<file path="src/rtl/clk_div_multi_prog.sv">
// Multi-channel programmable clock divider: per-channel 50%-duty square outputs,
// rising-edge ticks and glitch-free half-period reloads applied at phase wraps.
module clk_div_multi_prog #(
  parameter  int          NUM_CH   = 4,
  parameter  int          CNT_W    = 26,
  parameter  int unsigned DEF_HALF = 24999999,
  localparam int          CH_W     = (NUM_CH > 1) ? $clog2(NUM_CH) : 1
) (
  input  logic              clk_i,
  input  logic              rst_i,
  input  logic [NUM_CH-1:0] en_i,
  input  logic              wr_i,
  input  logic [CH_W-1:0]   wr_ch_i,
  input  logic [CNT_W-1:0]  wr_half_i,
  output logic [NUM_CH-1:0] clk_o,
  output logic [NUM_CH-1:0] tick_o,
  output logic [NUM_CH-1:0] pend_o
);

  localparam logic [CNT_W-1:0] DEF_HALF_W = CNT_W'(DEF_HALF);

  for (genvar gi = 0; gi < NUM_CH; gi++) begin : g_ch
    logic [CNT_W-1:0] cnt_q, cnt_d;
    logic [CNT_W-1:0] act_q, act_d;
    logic [CNT_W-1:0] nxt_q, nxt_d;
    logic             clk_q, clk_d;
    logic             tick_q, tick_d;
    logic             pend_q, pend_d;
    logic             wr_hit;

    // Out-of-range channel numbers never match any channel, so they are ignored.
    assign wr_hit = wr_i && (wr_ch_i == CH_W'(gi));

    always_ff @(posedge clk_i or negedge rst_i) begin
      if (!rst_i) begin
        cnt_q  <= '0;
        act_q  <= DEF_HALF_W;
        nxt_q  <= DEF_HALF_W;
        clk_q  <= 1'b0;
        tick_q <= 1'b0;
        pend_q <= 1'b0;
      end else begin
        cnt_q  <= cnt_d;
        act_q  <= act_d;
        nxt_q  <= nxt_d;
        clk_q  <= clk_d;
        tick_q <= tick_d;
        pend_q <= pend_d;
      end
    end

    always_comb begin
      cnt_d  = cnt_q;
      act_d  = act_q;
      nxt_d  = nxt_q;
      clk_d  = clk_q;
      tick_d = 1'b0;
      pend_d = pend_q;
      if (!en_i[gi]) begin
        cnt_d  = '0;
        clk_d  = 1'b0;
        pend_d = 1'b0;
        if (pend_q) begin
          act_d = nxt_q;
        end
        // An idle channel has no phase to protect, so a write lands immediately.
        if (wr_hit) begin
          act_d = wr_half_i;
          nxt_d = wr_half_i;
        end
      end else begin
        if (cnt_q == act_q) begin
          cnt_d  = '0;
          clk_d  = ~clk_q;
          tick_d = ~clk_q;
          if (pend_q) begin
            act_d  = nxt_q;
            pend_d = 1'b0;
          end
        end else begin
          cnt_d = cnt_q + CNT_W'(1);
        end
        // A write on a wrap cycle stays pending for the following wrap.
        if (wr_hit) begin
          nxt_d  = wr_half_i;
          pend_d = 1'b1;
        end
      end
    end

    assign clk_o[gi]  = clk_q;
    assign tick_o[gi] = tick_q;
    assign pend_o[gi] = pend_q;
  end

endmodule

</file>
<file path="config.mk">
export PLATFORM = sky130hd
export DESIGN_NAME = clk_div_multi_prog
export DESIGN_NICKNAME = d
export VERILOG_FILES = /design/src/rtl/clk_div_multi_prog.sv
export SDC_FILE = /design/constraint.sdc
export NUM_CORES = 1
export LEC_CHECK = 0
export ABC_AREA = 0
export CAP_MARGIN = 20
export CORE_AREA = 5 5 178 180
export DETAILED_ROUTE_END_ITERATION = 6
export DIE_AREA = 0 0 183 185
export GPL_ROUTABILITY_DRIVEN = 0
export PLACE_DENSITY = 0.82
export SYNTH_ARGS = -nofsm -noshare
export SYNTH_HDL_FRONTEND = slang
export SYNTH_SLANG_ARGS = --single-unit
</file>
<file path="constraint.sdc">
create_clock -name clk_i -period 3.74 [get_ports clk_i]
set_clock_uncertainty 0.2 [all_clocks]
set_input_delay 0.561 -clock clk_i [delete_from_list [all_inputs] [get_ports clk_i]]
set_output_delay 0.561 -clock clk_i [all_outputs]
set_load 0.01 [all_outputs]
</file>
==> metrics.md <==
| Metric | Value |
|---|---|
| Initial antenna violation count | `0` |
| Ys flop type | `dfrtp_1` |
| I/O pin cnt | `between 40 and 50` |
| Final hold slack | `~0.27 ns` |
| Final WL | `between 40 and 50 mm` |
| Vias post-DR | `about 15000` |
| Vias in the first global route | `approximately 15000` |
| CTS tree | `built` |
| Reg2Reg Depth | `5` |
| Clock transition at the registers of the reported paths | `0.06 ns` |
| Clock Latency Late Sink | `roughly 0.53 ns` |
| Vias/cell | `approximately 6.4` |
| Net count, final | `a little under 2000` |
| Final setup vio count | `0` |
| Worst setup EP type | `output pin` |
| Fin cells | `approximately 2300` |
| Core Region | `roughly 0.03 mm²` |
| Hold Fails Final Rpt | `0` |
| Die Area | `0.0339 mm²` |
| Pwr Density | `around 500 mW/mm²` |
| Critical register-to-register path endpoint | `g_ch[1].cnt_q[19]` |
| Worst Tran Pin Value | `about 1.1 ns` |
| Max cap viols | `0` |
| Cts hold-fix bufs | `1` |
| CTS Sinks | `between 300 and 400` |
| Critical path type | `register to output pin` |
| Worst reg2reg path startpoint | `g_ch[1].cnt_q[7]` |
| CTS Buf Count | `36` |
| Antenna cells | `0` |
| Pre-CTS setup slack | `0.578 ns` |
| Mapped Nets | `a little under 2000` |
| Antenna-violating nets left | `0` |
| Pleak | `~9.4 nW` |
| R2r setup slk | `between 1 and 1.5 ns` |
| Port Buf Inserts | `46` |
| Syn Area/Cell | `9.55 µm²` |
| DR WL/cell | `20.9 µm` |
| Post-CTS setup buffer count | `0` |
| RSZ-0062 raised after global routing | `false` |
| Fin crit share | `between 70% and 80%` |
| First-pass GRT wire length | `between 70 and 80 mm` |
| Setup TNS | `0 ns` |
| VDD IR max | `around 300 µV` |
| Placed Area | `between 0.015 and 0.02 mm²` |
| Critical-path maximum fanout | `30` |
| Max_slew headroom | `25.1%` |
| Clock buffer depth | `3` |
| Mapped Cells | `1945` |
| Starting Density | `61.9%` |
| CP startpoint | `g_ch[0].pend_q` |
| Status | `finished clean` |
| Drt first pass iters | `7` |
| Final min period | `roughly 2.7 ns` |
| Residual DRC | `0` |
| Worst Path Required | `2.98 ns` |
| Critical Path Source Type | `register` |
| Setup ws final | `~1.0 ns` |
| Number of synthesized flops with an enable pin | `0` |
| CP endpoint | `pend_o[0]` |
| Pins Over Slew Limit | `0` |
| Die X | `approximately 180 µm` |
| Placed cells | `between 2000 and 2500` |
| Share of cells above drive strength 1 | `14.5%` |
| Fmax | `roughly 370 MHz` |
| Grt total ovfl | `0` |
| Hold crit path type | `register to register` |
| Pin count of the biggest net entering global routing | `between 90 and 100` |
| Async S/R FF share, synth | `between 90% and 100%` |
| Area grow syn2layout | `9.81%` |
| Initial detailed-routing violation count | `1303` |
| Clock root buffer | `clkbuf_16` |
| Filler cells | `2243` |
| Synth unique cells | `40` |
| Yosys Warn Count | `0` |
| Die height | `185 µm` |
| GR Util All Layers | `between 20% and 30%` |
| Resized cells post-CTS | `0` |
| #FFs+latches synth | `~320` |
| Htree depth | `2` |
| Worst EP arrival | `between 1.5 and 2 ns` |
| Final HPWL DP | `roughly 30 mm` |
| Synthesized area | `between 0.015 and 0.02 mm²` |
| Cell row count | `64` |
| Final Cell Area | `~0.020 mm²` |
| Sequential area share after synthesis | `44.6%` |
## worst min-delay path by stage
| stage | from | endpoint | slack [ns] | depth (start not counted) |
|---|---|---|---|---|
| floorplan | rst_i | g_ch[0].act_q[10] | 0.07 | 0 |
| global placement | g_ch[1].nxt_q[0] | g_ch[1].nxt_q[0] | 0.25 | 2 |
| detailed placement | g_ch[1].nxt_q[18] | g_ch[1].nxt_q[18] | 0.26 | 2 |
| CTS | g_ch[1].nxt_q[18] | g_ch[1].nxt_q[18] | 0.27 | 2 |
| global route | g_ch[1].nxt_q[5] | g_ch[1].nxt_q[5] | 0.28 | 2 |
| finish | g_ch[1].nxt_q[20] | g_ch[1].nxt_q[20] | 0.27 | 2 |
## per-stage QoR
stage / total power [mW] / utilization (%)
floorplan: 6.06 / -
global placement: 6.54 / 64.0
detailed placement: 6.70 / 64.0
CTS: 10.3 / 67.9
global route: 10.7 / 67.9
finish: 10.2 / 67.9
## registers in the layout, summed over array words and instances (netlist names)
| signal | cells |
|---|---|
| g_ch.act_q | 104 |
| g_ch.cnt_q | 104 |
| g_ch.nxt_q | 104 |
| g_ch.clk_q | 4 |
| g_ch.pend_q | 4 |
| g_ch.tick_q | 4 |
## worst max-delay path: stages, from the launching register on
cell and delay [ns]:
dfrtp_1 0.33, buf_4 0.43, clkdlybuf4s50_1 0.65
## power by group
part	internal, mW	switching (mW)	leakage (nW)
registers	4.24	0.558	3.88
logic	0.913	0.973	4.90
clock network	2.10	1.43	0.580
## placed cells by master, fill, tap and decap left out, drive strengths merged, types with 47 or more instances in the layout
cell	instances
dfstp	136
buf	47
nand2	293
o22a	104
nand4	49
nor2	132
and3	94
a21oi	79
clkbuf	56
dfrtp	188
o22ai	105
xnor2	113
mux2i	212
xor2	87
## cells by family after synthesis
group,after synthesis,synth area share [%]
mux,238,13.0
compound gates,318,11.5
fa+ha+maj,4,0.269
xor+xnor,200,9.43
buf+inv,184,4.22
flops,324,44.6
simple gates,677,17.0
## metal layers
layer	up-vias	part of all wire [%]	global-route usage (%)
li1	6750	-	-
met2	613	48	46.0
met5	-	0	0
met4	0	4.1	11.8
met1	7474	41	38.4
met3	122	7.4	4.08
## synthesized netlist by cell type (all sizes together), types with 4 or more instances
| master | count | area share (%) |
|---|---|---|
| nand2 | 293 | 5.9 |
| mux2i | 212 | 11 |
| dfrtp | 188 | 25 |
| dfstp | 136 | 19 |
| nor2 | 132 | 2.7 |
| clkbuf | 113 | 2.3 |
| xnor2 | 113 | 5.3 |
| o22ai | 105 | 3.5 |
| o22a | 104 | 4.9 |
| and3 | 94 | 3.2 |
| xor2 | 87 | 4.1 |
| a21oi | 79 | 2.1 |
| buf | 60 | 1.7 |
| nand4 | 49 | 1.7 |
| nand3 | 36 | 0.97 |
| mux2 | 26 | 1.6 |
| o21ai | 26 | 0.70 |
| nor3 | 21 | 0.57 |
| nor4 | 19 | 0.67 |
| inv | 11 | 0.22 |
| and4 | 10 | 0.47 |
| and2 | 6 | 0.20 |
| nand2b | 5 | 0.17 |
| and3b | 4 | 0.19 |
| ha | 4 | 0.27 |
## final cells by class
cell class                 count  area (µm²)  share of cell area (%)
sequential                   324        8280                    40.6
inverter                      11        41.3                   0.202
timing repair buffer          92         873                    4.28
clock buffer                  55        1060                    5.21
multi-input combinational   1437        9540                    46.8
clock inverter                10         108                   0.528
tap                          396         495                    2.43
Note: power is estimated with default switching activity, not from simulation.
